[src/rtl/wb_pkg.sv]
// Shared defaults and helper for the write-back arbiter slice.
// The requester-index width is derived from the requester count.
package wb_pkg;

    localparam int NREQ_DEF       = 3;
    localparam int REGS_NUM_DEF   = 32;
    localparam int REGS_WIDTH_DEF = 32;
    localparam int ADDR_W_DEF     = $clog2(REGS_NUM_DEF);
    localparam int REQ_IDX_W      = (NREQ_DEF > 1) ? $clog2(NREQ_DEF) : 1;

    typedef logic [REQ_IDX_W-1:0] req_idx_t;

    // Index width that stays legal when the count collapses to one.
    function automatic int idx_w(input int n);
        return (n > 1) ? $clog2(n) : 1;
    endfunction

endpackage

[src/rtl/wb_arbiter_rr.sv]
// Round-robin grant: first valid requester at or above the pointer wins,
// otherwise the search wraps to the lowest-index valid requester.
module rr_arbiter #(
    parameter int N     = 3,
    parameter int PTR_W = 2
) (
    input  logic [N-1:0]     valid,
    input  logic [PTR_W-1:0] ptr,
    output logic [N-1:0]     grant
);

    logic [N-1:0] hi_mask;
    logic [N-1:0] hi_valid;
    logic [N-1:0] pick_src;

    for (genvar i = 0; i < N; i++) begin : g_mask
        assign hi_mask[i] = (PTR_W'(i) >= ptr);
    end

    assign hi_valid = valid & hi_mask;
    assign pick_src = (|hi_valid) ? hi_valid : valid;
    // Isolate the lowest set bit of the chosen candidate set.
    assign grant    = pick_src & (~pick_src + N'(1));

endmodule

[src/rtl/wb_arbiter.sv]
// Write-back arbiter: round-robin selection among requesters, a one-cycle
// registered register-file write port and a pending-write scoreboard.
module wb_arbiter
    import wb_pkg::*;
#(
    parameter int NREQ       = NREQ_DEF,
    parameter int REGS_NUM   = REGS_NUM_DEF,
    parameter int REGS_WIDTH = REGS_WIDTH_DEF,
    localparam int ADDR_W    = idx_w(REGS_NUM),
    localparam int IDX_W     = idx_w(NREQ)
) (
    input  logic                       clk,
    input  logic                       arstn,
    input  logic [NREQ-1:0]            req_valid,
    output logic [NREQ-1:0]            req_ready,
    input  logic [NREQ*ADDR_W-1:0]     req_addr,
    input  logic [NREQ*REGS_WIDTH-1:0] req_data,
    input  logic                       rsv_valid,
    input  logic [ADDR_W-1:0]          rsv_addr,
    output logic                       rf_we,
    output logic [ADDR_W-1:0]          rf_waddr,
    output logic [REGS_WIDTH-1:0]      rf_wdata,
    output logic [REGS_NUM-1:0]        busy,
    output logic [IDX_W-1:0]           grant_id
);

    logic [ADDR_W-1:0]     addr_arr [NREQ];
    logic [REGS_WIDTH-1:0] data_arr [NREQ];

    logic [NREQ-1:0]       grant;
    logic [IDX_W-1:0]      grant_idx;
    logic [ADDR_W-1:0]     sel_addr;
    logic [REGS_WIDTH-1:0] sel_data;
    logic                  xfer;

    logic [IDX_W-1:0]      ptr_q, ptr_d;
    logic                  we_q, we_d;
    logic [ADDR_W-1:0]     waddr_q, waddr_d;
    logic [REGS_WIDTH-1:0] wdata_q, wdata_d;
    logic [IDX_W-1:0]      gid_q, gid_d;
    logic [REGS_NUM-1:0]   busy_q, busy_d;

    for (genvar i = 0; i < NREQ; i++) begin : g_unpack
        assign addr_arr[i] = req_addr[i*ADDR_W +: ADDR_W];
        assign data_arr[i] = req_data[i*REGS_WIDTH +: REGS_WIDTH];
    end

    rr_arbiter #(
        .N     (NREQ),
        .PTR_W (IDX_W)
    ) u_rr (
        .valid (req_valid),
        .ptr   (ptr_q),
        .grant (grant)
    );

    // Gating with arstn keeps requesters from seeing a handshake during reset.
    assign req_ready = grant & {NREQ{arstn}};
    assign xfer      = |req_ready;

    always_comb begin
        grant_idx = '0;
        sel_addr  = '0;
        sel_data  = '0;
        for (int i = 0; i < NREQ; i++) begin
            if (grant[i]) begin
                grant_idx = IDX_W'(i);
                sel_addr  = addr_arr[i];
                sel_data  = data_arr[i];
            end
        end
    end

    always_comb begin
        ptr_d = ptr_q;
        if (xfer) begin
            ptr_d = (grant_idx == IDX_W'(NREQ - 1)) ? '0 : grant_idx + 1'b1;
        end
    end

    // Register-0 writes are accepted but dropped; the port holds its last value.
    always_comb begin
        we_d    = xfer && (sel_addr != '0);
        waddr_d = we_d ? sel_addr : waddr_q;
        wdata_d = we_d ? sel_data : wdata_q;
        gid_d   = xfer ? grant_idx : gid_q;
    end

    // Reservation is applied after the clear so a same-edge set wins.
    always_comb begin
        busy_d = busy_q;
        if (we_q) begin
            busy_d[waddr_q] = 1'b0;
        end
        if (rsv_valid && (rsv_addr != '0)) begin
            busy_d[rsv_addr] = 1'b1;
        end
        busy_d[0] = 1'b0;
    end

    always_ff @(posedge clk or negedge arstn) begin
        if (!arstn) begin
            ptr_q   <= '0;
            we_q    <= 1'b0;
            waddr_q <= '0;
            wdata_q <= '0;
            gid_q   <= '0;
            busy_q  <= '0;
        end else begin
            ptr_q   <= ptr_d;
            we_q    <= we_d;
            waddr_q <= waddr_d;
            wdata_q <= wdata_d;
            gid_q   <= gid_d;
            busy_q  <= busy_d;
        end
    end

    assign rf_we    = we_q;
    assign rf_waddr = waddr_q;
    assign rf_wdata = wdata_q;
    assign grant_id = gid_q;
    assign busy     = busy_q;

endmodule

[config.mk]
export PLATFORM = sky130hd
export DESIGN_NAME = wb_arbiter
export DESIGN_NICKNAME = d
export VERILOG_FILES = /design/src/rtl/wb_pkg.sv /design/src/rtl/wb_arbiter_rr.sv /design/src/rtl/wb_arbiter.sv
export SDC_FILE = /design/constraint.sdc
export NUM_CORES = 1
export LEC_CHECK = 0
export ABC_AREA = 1
export ABC_CLOCK_PERIOD_IN_PS = 4400
export BUFFER_PORTS_ARGS = -buffer_cell sky130_fd_sc_hd__buf_2
export CORE_AREA = 5 5 94 96
export DETAILED_ROUTE_END_ITERATION = 16
export DIE_AREA = 0 0 99 101
export PLACE_DENSITY = 0.83
export SYNTH_ARGS = -nofsm -noshare
export SYNTH_HDL_FRONTEND = slang
export SYNTH_SLANG_ARGS = --single-unit
[constraint.sdc]
create_clock -name clk -period 4.4 [get_ports clk]
set_clock_uncertainty 0.1 [all_clocks]
set_input_delay 0.44 -clock clk [delete_from_list [all_inputs] [get_ports clk]]
set_output_delay 0.44 -clock clk [all_outputs]
set_load 0.1 [all_outputs]
After elaboration in Yosys (flattened, before gate mapping). Index checks and enable logic that the tools add are counted. W data, S select, Z words.

Add/subtract/negate cells: 2. Multiply operators: 0. Divide/modulo/power cells: 0. $lt $le $gt $ge: 7. Equal/unequal tests: 1. Shift operators: 0. Mux-type cells: 16. Bitwise operators: 7. Reductions and logical operators: 8.

Operators with widths (count): $mux W32 (5); $and A32 B32 Y32 (1); $not A32 Y32 (1); $or A32 B32 Y32 (1); $mux W5 (3); $lt A5 B6 Y1 const B (2); $demux W1 S5 (2); $ge A5 B1 Y1 const B (2); $reduce_bool A5 Y1 (2); $and A3 B3 Y3 (3); $reduce_or A3 Y1 (2); $ge A1 B2 Y1 const A (2); $logic_and A1 B1 Y1 (4); $mux W2 (2); $add A3 B1 Y3 const B (1); $mux W1 (3); $mux W3 (1); $not A3 Y3 (1); $add A2 B1 Y2 const B (1); $eq A2 B2 Y1 const B (1); $ge A2 B2 Y1 const A (1).

Bits in registers: 73. Bits in latches: 0. RAM bits: 0. Bits in read-only memories: 0. Output and inout bits: 75. Logic and storage cells: 47. Memories kept: 0.

Logic depth before layout (Yosys ltp).
Depth in word-level cells: 12. Depth in mapped cells: 16.

Cells and area by module. A second synthesis with hierarchy kept.

Cell total of the unflattened synthesis: 503. Area, all modules: 3778.6 um^2.

Modules (own cells, without submodules): wb_arbiter (instances 1, cells an instance 489, area an instance 3713.6 um^2, sequential area each 1801.7 um^2); rr_arbiter (instances 1, cells an instance 14, area an instance 65.1 um^2, sequential area each 0.0 um^2).

Worst setup path after synthesis. OpenSTA, ideal clock, no wires.

Path type: in2reg. Start: input port req_valid[2]. End: register waddr_q[2] (netlist: rf_waddr[2]). Arrival time: 2.976 ns. Data required time: 4.177 ns. Setup slack: 1.201 ns. Cell stages on the path: 11. Path buffers: 2. Cells stage by stage: nand3_1 -> a21boi_4 -> nand2_1 -> nor2_1 -> inv_1 -> nand3_2 -> nand2_2 -> buf_6 -> buf_6 -> nand2_1 -> nand2_1.

Elaborated cells on any way between the ends: 13. Classes of those cells: add/sub (1); mux (4); bitwise (4); reduce/logical (4).

RTL lines: from (decl) (line wb_arbiter.sv:14) `input logic [NREQ-1:0] req_valid,`; $and A3 B3 Y3 (line wb_arbiter_rr.sv:20) `assign hi_valid = valid & hi_mask;`; $reduce_or A3 Y1 (line wb_arbiter_rr.sv:21) `assign pick_src = (|hi_valid) ? hi_valid : valid;`; $mux W3 * (line wb_arbiter_rr.sv:21); $not A3 Y3 (line wb_arbiter_rr.sv:23) `assign grant = pick_src & (~pick_src + N'(1));`; $add A3 B1 Y3 (line wb_arbiter_rr.sv:23); $and A3 B3 Y3 * (line wb_arbiter_rr.sv:23); $and A3 B3 Y3 * (line wb_arbiter.sv:58) `assign req_ready = grant & {NREQ{arstn}};`; net req_ready[2] (line wb_arbiter.sv:15) `output logic [NREQ-1:0] req_ready,`; $reduce_or A3 Y1 * (line wb_arbiter.sv:59) `assign xfer = |req_ready;`; $logic_and A1 B1 Y1 * (line wb_arbiter.sv:83) `we_d = xfer && (sel_addr != '0);`; to (signal assigned) (line wb_arbiter.sv:112) `waddr_q <= waddr_d;`; to (decl) (line wb_arbiter.sv:38) `logic [ADDR_W-1:0] waddr_q, waddr_d;`.

Mark *: on every way through the listed nets, which the timed path passes. The rest lies on a longest branch. A chain may end at the register's enable or synchronous reset.

Worst setup path in the final report.
Start: register ptr_q[1]. End: register wdata_q[3] (netlist: rf_wdata[3]).

Cells in the longest elaborated chain, start to end: 12. Elaborated cells on any way between the ends: 19. Classes of those cells: add/sub (1); order compare (3); mux (7); bitwise (4); reduce/logical (4).

Ends and longest elaborated chain: from (decl) (line wb_arbiter.sv:36) `logic [IDX_W-1:0] ptr_q, ptr_d;`; from (signal assigned) (line wb_arbiter.sv:110) `ptr_q <= ptr_d;`; $ge A1 B2 Y1 or $ge A2 B2 Y1 (tied branches) (line wb_arbiter_rr.sv:17) `assign hi_mask[i] = (PTR_W'(i) >= ptr);`; $and A3 B3 Y3 * (line wb_arbiter_rr.sv:20); $reduce_or A3 Y1 (line wb_arbiter_rr.sv:21); $mux W3 * (line wb_arbiter_rr.sv:21); $not A3 Y3 (line wb_arbiter_rr.sv:23); $add A3 B1 Y3 (line wb_arbiter_rr.sv:23); $and A3 B3 Y3 * (line wb_arbiter_rr.sv:23); $mux W5 (3 in a row) (line wb_arbiter.sv:66) `if (grant[i]) begin`; $reduce_bool A5 Y1 (line wb_arbiter.sv:83); $logic_and A1 B1 Y1 (line wb_arbiter.sv:83); to (signal assigned) (line wb_arbiter.sv:113) `wdata_q <= wdata_d;`; to (decl) (line wb_arbiter.sv:39) `logic [REGS_WIDTH-1:0] wdata_q, wdata_d;`.

Every way passes the cells marked *; elsewhere a longest branch is shown, timed or not.

==> results.json <==
{
  "track_usage_pct": 24.0,
  "start_util_pct": 46.6,
  "finalHoldViolCount": 0,
  "path_cells": "inv_1, nand2_1, nand2_1, nand2_1, nand2_2, nand2_1, inv_2, buf_4, nand2_1, nand2_1, nor2_1, nand3_2, nand2_2, nand2_1, nand2_1",
  "ys_ff_latch": 72,
  "post-route-period-util_pct": 85.0,
  "cp_max_fo": 43,
  "crit_buf_inv": 3,
  "vias": 4225,
  "n_antenna_cell": 0,
  "reg2reg_from": "ptr_q[1]",
  "drc": 0,
  "cts_setup_buffers": 0,
  "first_iter_violations": 249,
  "grt_start_max_net_pins": 73,
  "avgSynthCellArea_sq_um": 7.55,
  "final_cells": 788,
  "die_h_um": 101,
  "maxSlewViolCount": 0,
  "dp_hpwl_mm": 9.25,
  "yosysMostFrequentCell": "nand2_1",
  "regToRegSetupSlack_ps": 660,
  "cp-start-kind": "flip-flop",
  "synthMuxAreaShare_pct": 0,
  "cts.sinks": 72,
  "cts_buffers": 9,
  "fp.dieW_um": 99,
  "hold_class": "in -> async",
  "synth_largest_area_cell": "dfrtp_1",
  "netlist-cell-type-count": 19,
  "yosysWarnings": 0,
  "synth-adder-area-share_pct": 0,
  "cp.required_ps": 4570,
  "cp.depth": 15,
  "grt_pass1_wl_mm": 19.2,
  "max_freq_mhz": 267,
  "critPathTopFamily": "simple AND/OR/NAND/NOR gates",
  "clk_pin_slew_ps": 70,
  "cts_tree": "done",
  "fillers": 710,
  "crit_top_cell": "nand2_1",
  "ios": 197,
  "setup_viol": 0,
  "syn2layout_area_growth_pct": 33.3,
  "gp_congestion": 0.892,
  "viasPerCell": 5.36,
  "hold_ws_ps": 228,
  "fp.coreArea_sq_um": 7970,
  "r2r-end": "rf_wdata[3]",
  "postRouteAntennaNets": 0,
  "antenna_found_initial": 1,
  "critPathArrivalTime_ps": 3910,
  "ff_latch_area_sq_um": 1800,
  "rsz0062_at_grt": "false",
  "synth_top_family_by_area": "simple AND/OR/NAND/NOR gates",
  "syn_nets": 614,
  "placedCellCount": 772,
  "drive_gt1_share_pct": 32.8,
  "routed_wirelength_mm": 12.0,
  "period_needed_ps": 3740,
  "status": "finished clean",
  "fin_util_pct": 62.1,
  "synth_flop_cell": "dfrtp_1",
  "cts_hold_buf": 0,
  "port_buffers": 195,
  "drtPass1Iterations": 5,
  "slowest_stage": "nand2_2",
  "cts_root_buf": "clkbuf_8",
  "yosysSeqAreaShare_pct": 48.5,
  "htree_levels": 3,
  "grt_pass1_vias": 4075,
  "cts_resized": 0,
  "synth_top_cell_area_share_pct": 48.5,
  "synthTopCellsByCount": "nand2_1 (158), nand3_1 (132), dfrtp_1 (72), o21ai_0 (65), inv_1 (20)",
  "slowest_delay_ps": 780,
  "syn_inst": 492,
  "die-area_sq_um": 10000,
  "layout.nets": 800,
  "postSynth.asyncResetShare_pct": 100,
  "tightest_slew_ps": 875,
  "finalSetupTns_ps": 0,
  "clk_path_buf_depth": 2,
  "relSlewSlack_pct": 41.6,
  "netlist_top_cells_area": "dfrtp_1 (49%), nand3_1 (18%), nand2_1 (16%), o21ai_0 (8.8%), inv_1 (2.0%)",
  "multi_input_area_sq_um": 1690,
  "critPathLaunch": "ptr_q[1]",
  "crit_type": "reg -> reg",
  "synth_compound_area_share_pct": 9.81,
  "synth-xor-area-share_pct": 0,
  "grt_overflow": 0,
  "wl_per_cell_um": 15.3,
  "clock_latency_ps": 340,
  "synth-simple-area-share_pct": 35.7,
  "end_kind": "flip-flop",
  "synth_area_sq_um": 3710,
  "reg2reg_depth": 15,
  "crit_end": "rf_wdata[3]",
  "synth_edf_count": 0,
  "row_count": 33,
  "cap_violations": 0
}
## cell families after synthesis
| kind of cell | Yosys count |
|---|---|
| other cells | 1 |
| flops | 72 |
| simple gates | 304 |
| compound gates | 68 |
| buf+inv | 47 |
## sequential cells by signal, summed over array words and instances (netlist names)
name / count
rf_wdata: 32
rf_waddr: 5
busy: 31
ptr_q: 2
rf_we: 1
grant_id: 1
## worst min path at each step
stage | to | cells past startpoint | slack [ps]
finish | ptr_q[0] | 2 | 230
global route | ptr_q[0] | 2 | 290
CTS | rf_wdata[29] | 2 | 240
detailed placement | rf_wdata[20] | 2 | 360
global placement | rf_wdata[23] | 2 | 350
floorplan | busy[10] | 0 | 40
## per-layer routing
layer  global-route usage [%]  share of wire, %  vias up
li1                         -                 -     2019
met1                     29.3                38     1936
met2                     40.5                49      238
met3                     5.26               9.7       30
met4                     10.8               2.8        2
met5                        0              0.11        -
## worst register-to-register path: stages, from the launching register on
cell,delay (ps)
dfrtp_1,400
inv_1,90
nand2_1,70
nand2_1,70
nand2_1,90
nand2_2,430
nand2_1,280
inv_2,40
buf_4,230
nand2_1,120
nand2_1,70
nor2_1,110
nand3_2,530
nand2_2,790
nand2_1,160
nand2_1,110
## cell usage in the layout, fill, tap and decap left out
| cell type | n |
|---|---|
| a21boi_2 | 1 |
| nand2_1 | 158 |
| clkbuf_8 | 10 |
| nor3_1 | 1 |
| nand2_2 | 2 |
| a21boi_4 | 1 |
| bufinv_16 | 2 |
| clkinv_2 | 3 |
| nor2_1 | 9 |
| clkinvlp_4 | 1 |
| inv_1 | 20 |
| o21ai_0 | 65 |
| o41ai_1 | 1 |
| inv_2 | 1 |
| conb_1 | 1 |
| nand3_1 | 132 |
| dfrtp_1 | 72 |
| buf_4 | 7 |
| buf_2 | 194 |
| nand3_2 | 2 |
## through the flow
step	setup WS [ps]	cell area, sq um
after floorplan	1200	3710
after global placement	819	4730
after detailed placement	619	4730
after CTS	629	4950
after global routing	190	4950
final	658	4950
## area by class of cell
type	count	area share, %
clock buffers	10	2.78
inverters	21	1.59
repair buffers	201	20.7
clock inverters	6	1.67
multi-input cells	373	34.2
flip-flops and latches	72	36.4
well taps	105	2.65
Power is left out: the tool's default activity adds up to more than one toggle a clock period on the data nets, which glitch-free logic cannot reach.
